===== src/rtl/shift_stage_pkg.sv =====
// Shared definitions for the shift-register stage family: FSM state encoding and
// direction/bit-order name constants used as string parameters.
package shift_stage_pkg;

   typedef enum logic [0:0] {
      ST_COLLECT = 1'b0,
      ST_STALL   = 1'b1
   } stage_state_t;

   localparam string DIR_MSB   = "msb";
   localparam string DIR_LSB   = "lsb";
   localparam string DIR_LEFT  = "left";
   localparam string DIR_RIGHT = "right";

endpackage


===== src/rtl/swc_bit_counter.sv =====
// Accumulator fill counter for serial_word_collector: counts accepted bits 0..W,
// with clear, increment and load-full controls plus a last-bit flag.
module swc_bit_counter #(
   parameter int W  = 4,
   parameter int CW = $clog2(W + 1)
) (
   input  logic          clk,
   input  logic          aclr,
   input  logic          sclr,
   input  logic          inc,
   input  logic          clr,
   input  logic          load_full,
   output logic [CW-1:0] count,
   output logic          last_bit
);

   logic [CW-1:0] count_next;

   // clr and inc on the same edge yield 1: the word transfers and the new bit starts the next one
   always_comb begin
      count_next = count;
      if (sclr) begin
         count_next = '0;
      end else if (load_full) begin
         count_next = CW'(W);
      end else if (clr) begin
         count_next = inc ? CW'(1) : '0;
      end else if (inc) begin
         count_next = count + CW'(1);
      end
   end

   always_ff @(posedge clk or posedge aclr) begin
      if (aclr) begin
         count <= '0;
      end else begin
         count <= count_next;
      end
   end

   assign last_bit = (count == CW'(W - 1));

endmodule


===== src/rtl/serial_word_collector.sv =====
// Reassembles W-bit words from a serial bit stream, with a valid/ready output
// register, a one-word stall buffer in the accumulator and sticky overrun.
module serial_word_collector
   import shift_stage_pkg::*;
#(
   parameter int    W         = 4,
   parameter string FIRST_BIT = DIR_MSB,
   localparam int   CW        = $clog2(W + 1)
) (
   input  logic          clk,
   input  logic          aclr,
   input  logic          sclr,
   input  logic          bit_valid,
   input  logic          bit_in,
   output logic [W-1:0]  word_data,
   output logic          word_valid,
   input  logic          word_ready,
   output logic          overrun,
   output logic [CW-1:0] bit_count
);

   localparam bit LsbFirst = (FIRST_BIT == DIR_LSB);

   stage_state_t state;
   logic [W-1:0] acc;
   logic [W-1:0] acc_shift;
   logic         consume;
   logic         out_free;
   logic         last_bit;
   logic         cnt_inc;
   logic         cnt_clr;
   logic         cnt_full;

   assign acc_shift = LsbFirst ? {bit_in, acc[W-1:1]} : {acc[W-2:0], bit_in};
   assign consume   = word_valid & word_ready;
   assign out_free  = ~word_valid | word_ready;

   always_comb begin
      cnt_inc  = 1'b0;
      cnt_clr  = 1'b0;
      cnt_full = 1'b0;
      if (!sclr) begin
         unique case (state)
            ST_COLLECT: begin
               if (bit_valid) begin
                  if (!last_bit) begin
                     cnt_inc = 1'b1;
                  end else if (out_free) begin
                     cnt_clr = 1'b1;
                  end else begin
                     cnt_full = 1'b1;
                  end
               end
            end
            ST_STALL: begin
               if (consume) begin
                  cnt_clr = 1'b1;
                  cnt_inc = bit_valid;
               end
            end
         endcase
      end
   end

   swc_bit_counter #(
      .W  (W),
      .CW (CW)
   ) u_bit_counter (
      .clk       (clk),
      .aclr      (aclr),
      .sclr      (sclr),
      .inc       (cnt_inc),
      .clr       (cnt_clr),
      .load_full (cnt_full),
      .count     (bit_count),
      .last_bit  (last_bit)
   );

   always_ff @(posedge clk or posedge aclr) begin
      if (aclr) begin
         state      <= ST_COLLECT;
         acc        <= '0;
         word_data  <= '0;
         word_valid <= 1'b0;
         overrun    <= 1'b0;
      end else if (sclr) begin
         state      <= ST_COLLECT;
         acc        <= '0;
         word_data  <= '0;
         word_valid <= 1'b0;
         overrun    <= 1'b0;
      end else begin
         unique case (state)
            ST_COLLECT: begin
               if (consume) begin
                  word_valid <= 1'b0;
               end
               if (bit_valid) begin
                  acc <= acc_shift;
                  if (last_bit) begin
                     // Bypass: the completing bit goes straight into the output word
                     if (out_free) begin
                        word_data  <= acc_shift;
                        word_valid <= 1'b1;
                     end else begin
                        state <= ST_STALL;
                     end
                  end
               end
            end
            ST_STALL: begin
               if (consume) begin
                  word_data <= acc;
                  state     <= ST_COLLECT;
                  // Stale bits of the old word are shifted out by the next W-1 bits
                  if (bit_valid) begin
                     acc <= acc_shift;
                  end
               end else if (bit_valid) begin
                  overrun <= 1'b1;
               end
            end
         endcase
      end
   end

endmodule


===== config.mk =====
export PLATFORM = sky130hd
export DESIGN_NAME = serial_word_collector
export DESIGN_NICKNAME = d
export VERILOG_FILES = /design/src/rtl/shift_stage_pkg.sv /design/src/rtl/swc_bit_counter.sv /design/src/rtl/serial_word_collector.sv
export SDC_FILE = /design/constraint.sdc
export NUM_CORES = 1
export LEC_CHECK = 0
export CAP_MARGIN = 10
export CELL_PAD_IN_SITES_DETAIL_PLACEMENT = 0
export CELL_PAD_IN_SITES_GLOBAL_PLACEMENT = 2
export CORE_ASPECT_RATIO = 1.4
export CORE_UTILIZATION = 25
export DETAILED_ROUTE_END_ITERATION = 6
export GPL_TIMING_DRIVEN = 0
export PLACE_DENSITY_LB_ADDON = 0.05
export SYNTH_ARGS = -nofsm -noshare
export SYNTH_HDL_FRONTEND = slang
export SYNTH_HIERARCHICAL = 1
export SYNTH_SLANG_ARGS = --single-unit

===== constraint.sdc =====
create_clock -name clk -period 1.9 [get_ports clk]
set_input_delay 0.38 -clock clk [delete_from_list [all_inputs] [get_ports clk]]
set_output_delay 0.38 -clock clk [all_outputs]
set_load 0.005 [all_outputs]

# Word level (Yosys, flattened, before mapping)

Cells that the tools add are included.

$add $sub $neg: 1
Equal/unequal tests: 7
Mux-type cells: 44
Bitwise gates (word level): 4
Reduce and logical (&&, ||, !) cells: 5

Operator list:

| operator                                               | count |
|---|---|
| two-way mux 4 bit                                      | 8 |
| two-way mux 1 bit                                      | 27 |
| one-hot mux 4 bit (2 select lines)                     | 2 |
| two-way mux 3 bit                                      | 4 |
| inequality test 3 bit (second input constant)          | 3 |
| one-hot mux 1 bit (2 select lines)                     | 3 |
| inequality test 2 bit (second input constant)          | 2 |
| AND reduction 4 bit                                    | 1 |
| nonzero test 2 bit                                     | 2 |
| nonzero test 4 bit                                     | 1 |
| adder 3 x 1 -> 3 bit (second input constant)           | 1 |
| == test 3 x 2 -> 1 bit (second input constant)         | 1 |
| inequality test 3 x 2 -> 1 bit (second input constant) | 1 |
| AND reduction 3 bit                                    | 1 |
| NOT 1 bit                                              | 2 |
| bitwise AND 1 bit                                      | 1 |
| bitwise OR 1 bit                                       | 1 |

Register bits after elaboration: 14
Bits of input ports: 6
Output and inout port bits: 9
Word-level logic and storage cells: 67

# Longest topological paths before layout

Word-level depth: 10
Gate-level depth with buffers: 9
Depth with buffers taken out: 8

# By module

Netlist, hierarchy kept.

Modules (own cells, without submodules):

| module                | times used | cells an instance | area an instance (um^2) | seq. area each (um^2) |
|---|---|---|---|---|
| serial_word_collector | 1          | 61                | 671.9                   | 275.3 |
| swc_bit_counter       | 1          | 16                | 168.9                   | 75.1 |

# Worst setup path after synthesis

Ideal clock, no wire load.

Path kind: register to register
Start point: reg u_bit_counter.count[0]
End point: reg u_bit_counter.count[2]
Setup time: 0.073 ns
Arrival time: 1.956 ns
Data required time: 1.827 ns
Path slack: -0.129 ns
Stages on the path, launching flop included: 8
Buffers on the path: 0
Period minus slack after synthesis: 2.029 ns
Cells stage by stage: dfrtp_1 ha_1 ha_1 nor2b_1 nor4b_1 nor2_1 a211o_1 a21oi_2

Elaborated cells between the ends (all ways): 19
Classes of those cells: add/sub: 1; eq/ne: 1; mux: 16; reduce/logical: 1

RTL lines:

| element                            | line                        | source |
|---|---|---|
| from (decl)                        | swc_bit_counter.sv:13       | `output logic [CW-1:0] count,` |
| from (signal assigned)             | swc_bit_counter.sv:37       | `count <= count_next;` |
| == test 3 x 2 -> 1 bit             | swc_bit_counter.sv:41       | `assign last_bit = (count == CW'(W - 1));` |
| via last_bit                       | serial_word_collector.sv:29 | `logic last_bit;` |
| two-way mux 1 bit                  | serial_word_collector.sv:46 | `if (!last_bit) begin` |
| two-way mux 1 bit                  | serial_word_collector.sv:45 | `if (bit_valid) begin` |
| one-hot mux 1 bit (2 select lines) | serial_word_collector.sv:43 | `unique case (state)` |
| two-way mux 1 bit                  | serial_word_collector.sv:42 | `if (!sclr) begin` |
| via cnt_inc                        | serial_word_collector.sv:30 | `logic cnt_inc;` |
| nonzero test 4 bit (no line)       | -                           |  |

The timed path passes the listed nets, and every way through them passes these cells. The select of a mux whose other input is x is not followed.
A chain may end at the register's enable or synchronous reset.

# Worst setup path in the final report

Ends and elaborated chain as after synthesis.

==> impl_metrics.csv <==
group,metric,value,unit
outcome,result_of_the_run,"completed",
placement,gp_congestion,0.710,
sta,max_freq,0.556,GHz
global_route,first_global_vias,613,
global_route,grt.overflow.total,0,
finish,filler_cell_count,338,
critical_path,worstRegToRegCells,7,
clock_network,cts_max_level,1,
critical_path,cell_breakdown_of_the_critical_path,"ha_1 -> ha_2 -> nor2b_1 -> nor4b_4 -> nor2_1 -> a211o_1 -> a21oi_2",
floorplanning,initial_core_util,0.267,
critical_path,slowest_cell_on_the_critical_path,"dfrtp_1",
synthesis,post_synthesis_cells,77,
finish,antenna_cells_inserted,0,
synthesis,synth.avg_cell_area,10.9,um2
placement,io_buffers,14,
synthesis,yosysUniqueCellTypes,30,
clock_network,clock_tree.root_cell,"clkbuf_8",
finish,synthToLayoutAreaGrowth,32.7,%
synthesis,synthesized_netlist_net_count,85,
critical_path,timing.reg2reg.setup_slack,0.10,ns
finish,drive_above_1_share,0.227,
sta,final_hold_viol_count,0,
sta,worst_clock_skew,0.00170,ns
critical_path,critical_path_arrival,1.98,ns
sta,hold_ws,0.317,ns
synthesis,proportion_of_synthesized_chip_area_in_sequential_cells,0.417,
clock_network,numCtsBuffers,3,
route,routed_wire_length_per_instance,13.0,um
clock_network,insertion_delay,0.25,ns
clock_network,tritoncts_num_sinks,14,
route,post_drt_via_cell_ratio,4.62,
route,post-route-drc-count,0,
floorplanning,pin_count,15,
power,post-layout-total-power,0.683,mW
floorplanning,die_h,70.6,um
finish,stdcell_count,136,
global_route,grtUsageMet2,0.174,
sta,slew_headroom,0.681,
placement,numPlacedInstances,130,
critical_path,critPathLaunchType,"flop",
global_route,grt_antenna_before_repair,0,
critical_path,critical_path.reg2reg.startpoint,"u_bit_counter/count[0]",
global_route,grt_busiest_layer,"met2",
global_route,grt_use_total,0.113,
clock_network,clk_path_buf_depth,2,
power,cellPowerDensity,612,nW/um2
route,drtAntennaViolNets,0,
global_route,grt_pass1_wl,2950,um
synthesis,synth.yosys.warnings,6,
floorplanning,floorplan.rows,24,
route,detailroute.via_count,628,
route,drt_iter0_markers,35,
global_route,grt_met3_usage,0.0194,
synthesis,synth.ff_latch_count,14,
power,ir_drop,404,uV
power,power.static_leakage,0.470,nW
finish,postLayoutCellArea,1120,um2
route,totalWireLength,1770,um
critical_path,timing_worst_setup_path_type,"reg -> reg",
synthesis,post_synth_design_cell_area,841,um2
critical_path,critical-path-top-delay-family,"simple AND/OR/NAND/NOR gates",
critical_path,cp.buffers_inverters,0,
clock_network,cts_tree,"built",
critical_path,timing.rr.end,"u_bit_counter/count[2]",
min_path,worst_hold_path_type,"in -> async",
critical_path,timing.critical_path.to_type,"flop",
placement,dp_hpwl,1310,um
critical_path,crit_path_max_fanout,3,
finish,num-nets-final,106,
sta,layout_worst_path_cycle_share,0.947,
floorplanning,die_area,3600,um2
sta,worst_slew_pin_slew,0.479,ns
sta,timing_max_transition_violations_final,0,
global_route,grt_max_degree,12,
floorplanning,core,3150,um2
critical_path,cp_slowest_stage_delay,0.40,ns
flow_run,cap_viol_max_count,0,
placement,postPlaceCellArea,1040,um2
clock_network,cts.reportedPaths.clkPinSlew,0.06,ns
sta,min_tclk_post_route,1.80,ns
sta,grt_setup_unrepaired,"false",
route,first_pass_iters,4,
global_route,groute.layer.met1.usage,0.149,
critical_path,worst_ep_required_time,2.08,ns
sta,setup_viol,0,
floorplanning,die_width,51.0,um
-- metal layers --
metal	wire (um)	part of all wire	vias to the layer above
li1	-	-	314
met1	822	0.47	291
met2	829	0.47	19
met3	82	0.046	4
met4	33	0.019	0
met5	0	0	-
-- how the worst max path moves through the flow --
stage,startpoint,end,slack [ns],depth (start not counted)
final,u_bit_counter/count[0],u_bit_counter/count[2],0.10,7
after global routing,u_bit_counter/count[0],u_bit_counter/count[2],0.0003,7
after CTS,u_bit_counter/count[0],u_bit_counter/count[2],0.02,7
after detailed placement,sclr,u_bit_counter/count[2],-0.53,6
after global placement,sclr,u_bit_counter/count[2],-0.54,6
after floorplan,u_bit_counter/count[0],u_bit_counter/count[2],0.07,7
-- cell type report --
cell class                 count  area, um2  share of cell area
multi-input combinational     54        449               0.402
sequential                    14        350               0.314
timing repair buffer          16        154               0.138
clock buffer                   4       55.1              0.0493
tap                           39       48.8              0.0437
buffer                         5       43.8              0.0392
inverter                       4       15.0              0.0135
-- registers in the layout, indices dropped and copies added, names as in the netlist --
name,count
state,1
word_data,4
word_valid,1
overrun,1
u_bit_counter/count,3
acc,4
-- Yosys cell counts (all sizes together) --
cell type	instances	share of area
nand4	4	0.030
a21oi	2	0.016
a2bb2oi	1	0.010
nor2b	2	0.015
mux2i	9	0.11
inv	4	0.018
and2	1	0.010
a21bo	1	0.012
dfrtp	14	0.42
nand2b	6	0.045
a211o	1	0.010
nor4	2	0.033
a31oi	4	0.030
o21bai	1	0.0089
ha	2	0.030
or2b	2	0.019
nand2	2	0.0089
a21boi	1	0.0089
nor3	1	0.0059
nor4b	1	0.010
nor2	4	0.018
xnor2	1	0.010
nor3b	4	0.060
a21o	1	0.0089
nand3	1	0.0059
buf	5	0.052
-- cells by family (layout without fill, tap and decap cells) --
| group | after synthesis | count (layout) | share of synthesized area |
|---|---|---|---|
| AND/OR/NAND/NOR | 30 | 30 | 0.260 |
| multiplexers | 9 | 9 | 0.107 |
| flip-flops | 14 | 14 | 0.417 |
| adder cells (fa/ha/maj) | 2 | 2 | 0.0298 |
| buffers and inverters | 9 | 29 | 0.0699 |
| AO/OA/AOI/OAI | 12 | 12 | 0.106 |
| XOR/XNOR | 1 | 1 | 0.0104 |
-- stage by stage --
step                TNS, ns  setup WS [ns]  utilization
detailed placement    -1.24         -0.528        0.329
finish                    0          0.101        0.354
global route              0       0.000307        0.354
floorplan                 0         0.0734            -
global placement      -1.31         -0.540        0.329
CTS                       0         0.0222        0.348
-- repair_timing --
item                                    4_1_cts  5_1_grt
pin swaps                                     0        1
hold buffers                                  0        0
endpoints found under the setup margin        3        1
gates resized for setup                       2        1
setup buffers                                 0        2
-- where the power goes --
group          internal [mW]  switching, mW
Clock                  0.184          0.114
Sequential             0.305        0.00510
Combinational         0.0402         0.0345
-- cell usage in the layout (no fill, tap or decap), drive strengths merged, types with 2 or more instances in the layout --
master / instances
a21oi: 2
a31oi: 4
buf: 7
clkbuf: 4
clkdlybuf4s50: 13
dfrtp: 14
ha: 2
inv: 4
mux2i: 9
nand2: 2
nand2b: 6
nand4: 4
nor2: 4
nor2b: 2
nor3b: 4
nor4: 2
or2b: 2
No activity file was read; power rests on OpenSTA's default activity.
